## src/rtl/note_scroller_pkg.sv

```systemverilog
// Shared geometry and lane constants for the falling-square engine.
// Also holds the free-slot priority encoder used per lane.
package note_scroller_pkg;

  localparam int NUM_LANES = 4;
  localparam int SLOTS     = 6;
  localparam int NSLOT     = NUM_LANES * SLOTS;
  localparam int Y_W       = 10;
  localparam int SCREEN_H  = 480;
  localparam int HIT_TOP   = 400;
  localparam int HIT_BOT   = 440;

  // One-hot of the lowest-index empty slot; zero when the lane is full.
  function automatic logic [SLOTS-1:0] first_free(
    input logic [SLOTS-1:0] valid
  );
    logic [SLOTS-1:0] g;
    g = '0;
    for (int i = SLOTS - 1; i >= 0; i--) begin
      if (!valid[i]) begin
        g    = '0;
        g[i] = 1'b1;
      end
    end
    return g;
  endfunction

endpackage

```

## src/rtl/note_scroller_slot.sv

```systemverilog
// One square slot: owns valid/y and applies the remove/move/spawn priority.
// Hit and miss flags are a pure decode of the registered state.
module note_slot
  import note_scroller_pkg::*;
(
  input  logic           clk,
  input  logic           rst,
  input  logic           run,
  input  logic           tick,
  input  logic           spawn,
  input  logic           remove,
  input  logic [7:0]     speed,
  output logic           valid,
  output logic [Y_W-1:0] y,
  output logic           hit,
  output logic           miss
);

  logic [Y_W:0] sum;

  always_comb begin
    sum  = (Y_W+1)'(y) + (Y_W+1)'(speed);
    hit  = valid && (y >= Y_W'(HIT_TOP)) && (y < Y_W'(HIT_BOT));
    miss = valid && (y >= Y_W'(HIT_BOT)) && (y < Y_W'(SCREEN_H));
  end

  always_ff @(posedge clk) begin
    if (rst) begin
      valid <= 1'b0;
      y     <= '0;
    end else if (run) begin
      if (remove && hit) begin
        valid <= 1'b0;
        y     <= '0;
      end else if (tick && valid) begin
        if (sum >= (Y_W+1)'(SCREEN_H)) begin
          valid <= 1'b0;
          y     <= '0;
        end else begin
          y <= sum[Y_W-1:0];
        end
      end else if (spawn) begin
        valid <= 1'b1;
        y     <= '0;
      end
    end
  end

endmodule

```

## src/rtl/note_scroller.sv

```systemverilog
// Falling-square engine: frame tick divider, per-lane spawn allocation,
// drop reporting and packing of per-slot state for the renderer.
module note_scroller
  import note_scroller_pkg::*;
#(
  parameter int TICK_DIV = 1666667
) (
  input  logic                 clk,
  input  logic                 rst,
  input  logic                 run,
  input  logic [NUM_LANES-1:0] column,
  input  logic [7:0]           speed,
  input  logic [NSLOT-1:0]     remove,
  output logic [2*NSLOT-1:0]   square_locations,
  output logic [NSLOT-1:0]     square_valid,
  output logic [NSLOT*Y_W-1:0] square_y,
  output logic                 spawn_drop
);

  localparam int CNT_W = (TICK_DIV > 1) ? $clog2(TICK_DIV) : 1;

  logic [CNT_W-1:0]     cnt;
  logic                 tick;
  logic [NSLOT-1:0]     spawn;
  logic [NUM_LANES-1:0] full;

  assign tick = (cnt == CNT_W'(TICK_DIV - 1));

  always_ff @(posedge clk) begin
    if (rst) begin
      cnt <= '0;
    end else if (run) begin
      cnt <= tick ? '0 : cnt + CNT_W'(1);
    end
  end

  // Allocation looks only at start-of-cycle validity, so a slot freed
  // this cycle cannot be claimed until the next one.
  always_comb begin
    spawn = '0;
    full  = '0;
    for (int l = 0; l < NUM_LANES; l++) begin
      full[l] = &square_valid[l*SLOTS +: SLOTS];
      if (column[l]) begin
        spawn[l*SLOTS +: SLOTS] = first_free(square_valid[l*SLOTS +: SLOTS]);
      end
    end
  end

  always_ff @(posedge clk) begin
    if (rst) begin
      spawn_drop <= 1'b0;
    end else begin
      spawn_drop <= run && |(column & full);
    end
  end

  for (genvar k = 0; k < NSLOT; k++) begin : g_slot
    note_slot u_slot (
      .clk    (clk),
      .rst    (rst),
      .run    (run),
      .tick   (tick),
      .spawn  (spawn[k]),
      .remove (remove[k]),
      .speed  (speed),
      .valid  (square_valid[k]),
      .y      (square_y[k*Y_W +: Y_W]),
      .hit    (square_locations[2*k]),
      .miss   (square_locations[2*k+1])
    );
  end

endmodule

```

## config.mk

```make
export PLATFORM = sky130hd
export DESIGN_NAME = note_scroller
export DESIGN_NICKNAME = d
export VERILOG_FILES = /design/src/rtl/note_scroller_pkg.sv /design/src/rtl/note_scroller_slot.sv /design/src/rtl/note_scroller.sv
export SDC_FILE = /design/constraint.sdc
export NUM_CORES = 1
export LEC_CHECK = 0
export BUFFER_PORTS_ARGS = -buffer_cell sky130_fd_sc_hd__clkbuf_2
export CELL_PAD_IN_SITES_DETAIL_PLACEMENT = 1
export CELL_PAD_IN_SITES_GLOBAL_PLACEMENT = 1
export CORE_UTILIZATION = 43
export CTS_CLUSTER_DIAMETER = 40
export DETAILED_ROUTE_END_ITERATION = 6
export PLACE_DENSITY = 0.89
export SYNTH_ARGS = -nofsm -noshare
export SYNTH_HDL_FRONTEND = slang
export SYNTH_SLANG_ARGS = --single-unit
```

## constraint.sdc

```tcl
create_clock -name clk -period 3.8 [get_ports clk]
set_input_delay 0.19 -clock clk [delete_from_list [all_inputs] [get_ports clk]]
set_output_delay 0.19 -clock clk [all_outputs]
set_load 0.005 [all_outputs]
```

[Yosys cells after proc, flatten, opt, wreduce, memory -nomap -nowiden]
Cells that the tools add are included.
Word-level totals
  register bits: 286
  latch bits: 0
  RAM bits: 0
  bits in read-only memories: 0
  bits of input ports: 39
  output and inout bits: 313
  word-level logic and storage cells: 664
  memories: 0
Operators by class
  add/subtract/negate cells: 25
  multipliers: 0
  divide/modulo/power cells: 0
  $lt $le $gt $ge: 120
  eq/ne operators: 25
  shift-type cells: 0
  muxes and demuxes: 221
  bitwise gates (word level): 1
  reduce and logical (&&, ||, !) cells: 222
Operator list (count)
  2-to-1 mux 10 bit: 96
  >= comparator 10 x 9 -> 1 bit, second input constant: 48
  less-than comparator 10 x 9 -> 1 bit, second input constant: 48
  adder 10 x 8 -> 11 bit: 24
  >= comparator 11 x 9 -> 1 bit, second input constant: 24
  2-to-1 mux 6 bit: 28
  logical AND 1 bit: 145
  2-to-1 mux 1 bit: 96
  != test 3 x 2 -> 1 bit, second input constant: 24
  AND reduction 3 bit: 24
  nonzero test 3 bit: 24
  AND reduction 2 bit: 24
  AND reduction 6 bit: 4
  adder 21 x 1 -> 21 bit, second input constant: 1
  == test 21 bit, second input constant: 1
  2-to-1 mux 21 bit: 1
  AND 4 bit: 1
  OR reduction 4 bit: 1

[Depth between registers and ports, before layout]
Gate-level depths: netlist (run 1).
  depth in word-level cells: 10
  depth in mapped cells: 13
  depth with buffers taken out: 11

[By module]
Synthesis (run 1) repeated with hierarchy kept, for this count alone.
Unflattened totals
  cells, all modules: 3074
  area total of the unflattened synthesis: 26711.9 um^2
By module, submodules not included
  note_slot at g_slot[11].u_slot ...: instances 20, cells an instance 123, area an instance 1061.0 um^2, seq. area each 220.2 um^2
  note_slot at g_slot[0].u_slot ...: instances 4, cells an instance 108, area an instance 1019.7 um^2, seq. area each 220.2 um^2
  note_scroller: instances 1, cells an instance 182, area an instance 1412.6 um^2, seq. area each 440.4 um^2

[Worst setup path after synthesis (run 1)]
No wires, ideal clock.
  path kind: input -> register
  start: input speed[1]
  end: register g_slot[23].u_slot.y[2]
  library setup time: 0.128 ns
  data arrival time: 3.312 ns
  data required time: 3.672 ns
  path slack: 0.360 ns
  cell stages on the path: 10
  buffers on the path: 0
  cells stage by stage: inv_1 > fa_1 > nor2b_1 > o31a_1 > o31a_1 > a2111o_1 > a2111oi_0 > a211oi_1 > o211ai_2 > o21ai_0
Between the ends
  longest elaborated chain between the ends: 5
RTL lines
  from (decl): RTL line note_scroller.sv:12  | input logic [7:0] speed,
  adder 10 x 8 -> 11 bit (*): RTL line note_scroller_slot.sv:22  | sum = (Y_W+1)'(y) + (Y_W+1)'(speed);
  >= comparator 11 x 9 -> 1 bit: RTL line note_scroller_slot.sv:36  | if (sum >= (Y_W+1)'(SCREEN_H)) begin
  2-to-1 mux 10 bit (*): RTL line note_scroller_slot.sv:36
  2-to-1 mux 10 bit (*): RTL line note_scroller_slot.sv:35  | end else if (tick && valid) begin
  2-to-1 mux 10 bit (*): RTL line note_scroller_slot.sv:32  | if (remove && hit) begin
  to (signal assigned): RTL line note_scroller_slot.sv:40  | y <= sum[Y_W-1:0];
  to (decl): RTL line note_scroller_slot.sv:14  | output logic [Y_W-1:0] y,
Mark *: on every way between the ends. The rest lies on a longest branch, timed or not.
A chain may end at the register's enable or synchronous reset.

[Worst setup path in the final report (run 1)]
  start: register cnt[0]
  end: register g_slot[17].u_slot.y[5]
Between the ends
  longest elaborated chain between the ends: 4
  elaborated cells between the ends (all ways): 6
  those cells by class: eq/ne: 1; mux: 2; reduce/logical: 3
RTL lines
  from (decl): RTL line note_scroller.sv:22  | logic [CNT_W-1:0] cnt;
  from (signal assigned): RTL line note_scroller.sv:33  | cnt <= tick ? '0 : cnt + CNT_W'(1);
  == test 21 bit (*): RTL line note_scroller.sv:27  | assign tick = (cnt == CNT_W'(TICK_DIV - 1));
  logical AND 1 bit (*): RTL line note_scroller_slot.sv:35
  nonzero test 3 bit (no line) or 2-to-1 mux 10 bit (tied branches)
  AND reduction 2 bit (no line) or 2-to-1 mux 10 bit (tied branches)
  to (signal assigned): RTL line note_scroller_slot.sv:40
  to (decl): RTL line note_scroller_slot.sv:14
Marked as above.

==> results.toml, run 1 <==
[yosys]
syn_avg_cell_area_um2 = 8.116
synth_edf_count = 0
yosys_warnings = 0
synthTopCellsByArea = "dfxtp_1 26%, ha_1 11%, nand2_1 4.0%"
syn_area_mm2 = 0.02243
async_flop_share_pct = 0
ys_top_cells_by_count = "286 x dfxtp_1, 241 x nand2_1, 210 x nor2_1"
ys_ff_latch = 286
synth_most_common_cell = "dfxtp_1"
synth_top_area_share_pct = 25.52
netlist_instances = 2764
synth_top_area_cell = "dfxtp_1"
synth_fp_nets = 3021
ys_seq_area_share_pct = 25.52
synth_top_flop_cell = "dfxtp_1"
synth_cell_type_count = 96

[placement]
dpl.hpwl_um = 63490
gp_congestion = 0.9636
placed_cell_area_mm2 = 0.02475
post-place-ws_ns = 0.006997
port_buffers = 351

[power_and_ir_drop]
peakVddDrop_uv = 270.2
power-per-cell-area_mw_per_mm2 = 363.9
p_leak_nw = 11.47

[clocking]
cts_buffer_depth = 3
hold_buffers = 2
clock_sinks = 286
worstSkewPairLatency_ns = 0.60
cts_root_buf = "clkbuf_16"
path_clk_slew_ns = 0.05
htree_levels = 3
cts_buffers = 66
postCtsSetupBuffers = 0
tritoncts = "done"
cts_resized = 0

[setup_path]
r2r_setup_slack_ns = 0.31
worst_setup_path_end_kind = "flop"
r2r_end = "g_slot[17].u_slot.y[5]$_SDFFE_PP0P_"
startpoint_type = "flop"
criticalPathCategory = "flop to flop"
cp_data_arrival_time_ns = 4.00
r2r_start = "cnt[0]$_SDFFE_PP0P_"
cp_max_fo = 8
ff2ff_path_depth = 9
required_ns = 4.31

[global_route]
grt_max_degree = 44
grtUsageTotal_pct = 32.22
grt_pass1_wl_um = 136000
antenna_found_initial = 4
grt_overflow = 0
grt_pass1_vias = 24440

[worst_hold_path]
hold_depth = 4
hold_class = "primary input to flop"
hp-start = "remove[22]"
hold_path_end = "g_slot[22].u_slot.valid$_SDFFE_PP0P_"

[sta]
worst_slew_pin_slew_ns = 0.9673
relSlewSlack_pct = 34.96
rsz0062_at_grt = "no"
period_share_pct = 91.80
hold_viol = 0
skew_ns = 0.02481
setup_tns_ns = 0
fmax_mhz = 286.7
slew_violations = 0
fin_ws_ns = 0.3116
setup_viol = 0
period_needed_ns = 3.488

[layout]
num-nets-final = 3360
stdcell_area_mm2 = 0.02705
area_growth_pct = 20.58
final_layout_size_suffix_gt1_share_pct = 19.17

[die]
core_region_area_mm2 = 0.05141
die_w_um = 230.4
dieHeight_um = 230.4
start_util_pct = 43.64
pin_count = 352
rows = 83
dieArea_mm2 = 0.05308

[drt]
vias = 23422
ant_nets = 0
wl_um = 87230
drt-initial-drc-count = 1337
drt_pass1_iterations = 5
viasPerCell = 6.104
drc = 0
wire_per_inst_um = 22.73

[status]
status = "finished clean"

[flow_run]
maxCapViolations = 0
## how the worst max path moves through the flow
stage | cells past startpoint | endpoint | slack, ns | startpoint
after floorplan | 10 | g_slot[23].u_slot.y[2]$_SDFFE_PP0P_ | 0.36 | speed[1]
after global placement | 13 | g_slot[21].u_slot.y[6]$_SDFFE_PP0P_ | 0.15 | speed[0]
after detailed placement | 12 | g_slot[1].u_slot.y[2]$_SDFFE_PP0P_ | 0.007 | speed[0]
after CTS | 9 | g_slot[17].u_slot.y[5]$_SDFFE_PP0P_ | 0.36 | cnt[0]$_SDFFE_PP0P_
after global routing | 10 | g_slot[2].u_slot.y[0]$_SDFFE_PP0P_ | 0.21 | cnt[0]$_SDFFE_PP0P_
final | 9 | g_slot[17].u_slot.y[5]$_SDFFE_PP0P_ | 0.31 | cnt[0]$_SDFFE_PP0P_
## metrics by stage
stage / hold WS (ns) / cells / utilization, % / total power (W)
after floorplan: 0.3938 / 2764 / - / 0.003658
after global placement: 0.4689 / 3713 / 48.15 / 0.003947
after detailed placement: 0.4824 / 3713 / 48.15 / 0.004000
after CTS: 0.01784 / 3836 / 52.61 / 0.009884
after global routing: 0.05339 / 3837 / 52.62 / 0.01011
final: 0.04686 / 3837 / 52.62 / 0.009843
## layout by cell type (no fill, tap or decap), types with 58 or more instances in the layout
cell type | Yosys | layout
nand2_1 | 241 | 241
a21oi_1 | 180 | 179
xnor2_1 | 79 | 79
nand3_1 | 64 | 64
clkbuf_16 | 0 | 67
nor3_1 | 79 | 79
a211oi_1 | 63 | 63
dfxtp_1 | 286 | 286
nor2_1 | 210 | 210
ha_1 | 194 | 194
xor2_1 | 77 | 77
o21ai_0 | 172 | 171
mux2i_1 | 67 | 67
inv_1 | 145 | 143
clkbuf_2 | 0 | 350
and3_1 | 60 | 60
a21o_1 | 58 | 58
## critical path, stage by stage, from the launching register on
cell and delay (ns):
dfxtp_1 0.34, inv_1 0.07, ha_1 0.17, nor3b_1 0.22, nand4_1 0.20, or4_1 0.91, nor2_4 0.47, nand2_1 0.11
or4_1 0.66, o21ai_2 0.23
## metal layers
layer | wire [µm] | vias to the layer above | global-route usage (%)
li1 | - | 10747 | -
met1 | 35660 | 11592 | 38.16
met2 | 41520 | 815 | 54.85
met3 | 5617 | 266 | 6.213
met4 | 4425 | 2 | 17.26
met5 | 12 | - | 0
## flip-flops by register name, summed over array words and instances (netlist names)
name,cells
cnt,21
g_slot.u_slot.valid,24
g_slot.u_slot.y,240
spawn_drop,1
## power breakdown
part	internal [W]	switching, W
clock	0.00383	0.00204
combinational	0.000324	0.000576
sequential	0.00303	0.0000384
## layout make-up
type                            count  area [µm²]
Antenna cell                        1       2.502
Clock buffer                       78        1798
Clock inverter                     43       475.5
Fill cell                        6249       24360
Inverter                          145       544.3
Multi-Input combinational cell   2188       15310
Sequential cell                   286        5725
Tap cell                          680       850.8
Timing Repair Buffer              416        2340
## logic make-up after synthesis
kind of cell    share of synthesized area, %
compound gates                         23.86
flops                                  25.52
xor+xnor                               6.091
mux                                    3.291
buf+inv                                6.275
simple gates                           21.99
fa+ha+maj                              12.96
(Power assumes the default switching activity.)
==> run 2, diff against run 1 <==
ABC_AREA = 1   (was unset)
CORE_UTILIZATION = 41   (was 43)
PLACE_DENSITY = 0.9   (was 0.89)
==> results.toml, run 2 <==
[status]
status = "finished clean"

[setup_path]
path_delay_family = "simple AND/OR/NAND/NOR gates"
slowest_stage = "nor2_4"
required_ns = 4.28
ff2ff_path_depth = 13
r2r_end = "g_slot[22].u_slot.y[8]$_SDFFE_PP0P_"
startpoint_type = "flop"
slowest_delay_ns = 0.55
r2r_start = "cnt[0]$_SDFFE_PP0P_"
cp_max_fo = 20
cp_common_cell = "nand2_1"
cp_cell_sequence = "inv_1, ha_1, nand2_1, nor3_1, nand2_1, nor2_4, nand2_1, nand3_1, nand2_1, inv_1, nand2_2, nand2_4, nor2_1"
cp_data_arrival_time_ns = 3.53
criticalPathCategory = "flop to flop"
worst_setup_path_end_kind = "flop"
cp_num_buf_inv = 2
r2r_setup_slack_ns = 0.75

[clocking]
clock_sinks = 286
tritoncts = "done"
path_clk_slew_ns = 0.05
cts_buffer_depth = 3
cts_root_buf = "clkbuf_16"
cts_buffers = 69
htree_levels = 3
worstSkewPairLatency_ns = 0.60

[die]
die_w_um = 254.5
pin_count = 352
rows = 92
start_util_pct = 41.44
dieHeight_um = 254.5
dieArea_mm2 = 0.06477
core_region_area_mm2 = 0.06308

[sta]
slew_violations = 0
worst_slew_pin_slew_ns = 1.082
fmax_mhz = 328.0
setup_tns_ns = 0
rsz0062_at_grt = "no"
relSlewSlack_pct = 27.84
hold_viol = 0
period_needed_ns = 3.049
skew_ns = 0.02557
period_share_pct = 80.23
fin_ws_ns = 0.7511
setup_viol = 0

[drt]
wire_per_inst_um = 18.52
wl_met3_um = 6382
wl_met2_um = 48510
drt-initial-drc-count = 1668
drc = 0
drt_pass1_iterations = 5
ant_nets = 0
viasPerCell = 5.371
routedLengthMet1_um = 44020
top_layer = "met4"
vias = 30109
wl_um = 103800

[layout]
finalNonFillerCells = 5606
largest_reg_flops = 240
final_util_pct = 48.81
area_growth_pct = 17.77
register_area_mm2 = 0.005725
final_layout_size_suffix_gt1_share_pct = 13.78
largest_register = "g_slot.u_slot.y"
layout_common_cells = "1,488 x nand2_1, 587 x inv_1, 551 x nor2_1"
reg.largest.list = "g_slot.u_slot.y x240, g_slot.u_slot.valid x24, cnt x21"
num-nets-final = 4964
layout_commonest_cell = "nand2_1"
num-fill-cells = 8806
multi_input_area_mm2 = 0.01718

[placement]
port_buffers = 351
gp_congestion = 0.9251
post-place-ws_ns = 0.7700
dpl.hpwl_um = 76780
placed_cells = 5480

[yosys]
syn_area_mm2 = 0.02614
ys_seq_area_share_pct = 21.90
synth_top_area_cell = "dfxtp_1"
synth_cell_type_count = 49
syn_avg_cell_area_um2 = 5.959
synth_top_flop_cell = "dfxtp_1"
yosys_warnings = 0
ys_top_cells_by_count = "1,488 x nand2_1, 588 x inv_1, 551 x nor2_1"
ys_ff_latch = 286
synthTopCellsByArea = "dfxtp_1 22%, nand2_1 21%, ha_1 9.3%"
netlist_instances = 4387
synth_top_area_share_pct = 21.90
synth_edf_count = 0
synth_fp_nets = 4644
synth_most_common_cell = "nand2_1"
async_flop_share_pct = 0

[power_and_ir_drop]
peakVddDrop_uv = 230.8
power-per-cell-area_mw_per_mm2 = 350.5
p_leak_nw = 15.47

[worst_hold_path]
hold_depth = 6
hold_path_end = "g_slot[19].u_slot.valid$_SDFFE_PP0P_"
hold_class = "primary input to flop"
hp-start = "remove[19]"

[global_route]
grtUsageTotal_pct = 31.81
grt_pass1_vias = 30943
antenna_found_initial = 1
grt_max_degree = 57
grt_pass1_wl_um = 164100
grt_overflow = 0

[flow_run]
maxCapViolations = 0
==> run 2: changes by cell type in the layout (fill, tap and decap cells not counted), moves of 52 or more <==
cell / previous run / this run
a211oi_1: 63 / 2
a21o_1: 58 / 0
a21oi_1: 179 / 115
and3_1: 60 / 6
inv_1: 143 / 587
mux2i_1: 67 / 0
nand2_1: 241 / 1488
nand3_1: 64 / 262
nand3b_1: 3 / 67
nand4_1: 25 / 87
nor2_1: 210 / 551
o21ai_0: 171 / 237
xnor2_1: 79 / 27
==> run 2: power by group <==
part	switching [W]	internal (W)	leakage, nW
clock	0.00203	0.00447	1.20
combinational	0.000793	0.000375	12.0
sequential	0.0000745	0.00305	2.31
==> run 2: worst max-delay path by stage <==
stage	start	cells past startpoint	endpoint	slack, ns
detailed placement	speed[5]	15	g_slot[16].u_slot.y[6]$_SDFFE_PP0P_	0.77
CTS	cnt[0]$_SDFFE_PP0P_	13	g_slot[22].u_slot.y[8]$_SDFFE_PP0P_	0.78
global route	cnt[0]$_SDFFE_PP0P_	13	g_slot[22].u_slot.y[8]$_SDFFE_PP0P_	0.55
floorplan	speed[1]	13	g_slot[10].u_slot.y[1]$_SDFFE_PP0P_	1.19
global placement	speed[5]	15	g_slot[16].u_slot.y[1]$_SDFFE_PP0P_	0.89
finish	cnt[0]$_SDFFE_PP0P_	13	g_slot[22].u_slot.y[8]$_SDFFE_PP0P_	0.75
==> run 2: routing by layer <==
metal  vias up  global-route usage, %
li1      14531                      -
met1     14450                  38.59
met2       845                  54.06
met3       283                  5.736
met4         0                  15.35
met5         -                      0
==> run 2: area by class of cell <==
class / instances / share of cell area [%]
repair buffers: 381 / 6.576
well taps: 846 / 3.438
flip-flops and latches: 286 / 18.60
multi-input cells: 3359 / 55.81
inverters: 610 / 7.449
clock inverters: 37 / 1.739
diodes: 1 / 0.008128
clock buffers: 86 / 6.385
==> run 2: what timing repair did <==
item / in CTS / in global routing
resized for setup: 0 / 0
hold buffers: 2 / 0
hold endpoints to repair: 2 / 0
buffers inserted: 0 / 0
==> run 2: logic make-up after synthesis <==
kind of cell,after synthesis,share of synthesized area (%)
AOI/OAI and AO/OA,412,8.620
xor gates and xnor gates,67,2.245
adders and majority gates,218,11.12
buffers and inverters,742,12.37
DFF,286,21.90
and+or+nand+nor,2662,43.74
==> run 2: metrics by stage <==
stage / area [µm²] / hold slack (ns) / power, W
6_report: 30790 / 0.1004 / 0.01079
5_1_grt: 30780 / 0.1731 / 0.01113
4_1_cts: 30780 / 0.07706 / 0.01085
3_5_place_dp: 28260 / 0.4593 / 0.004314
3_3_place_gp: 28260 / 0.4473 / 0.004268
2_1_floorplan: 26140 / 0.3847 / 0.003898
==> run 2: worst reg2reg max path, delay by kind of cell, from the launching register on <==
kind	cells	cell delay, ns
AND/OR/NAND/NOR	10	1.90
flip-flops	1	0.33
adder cells (fa/ha/maj)	1	0.15
buffers and inverters	2	0.57
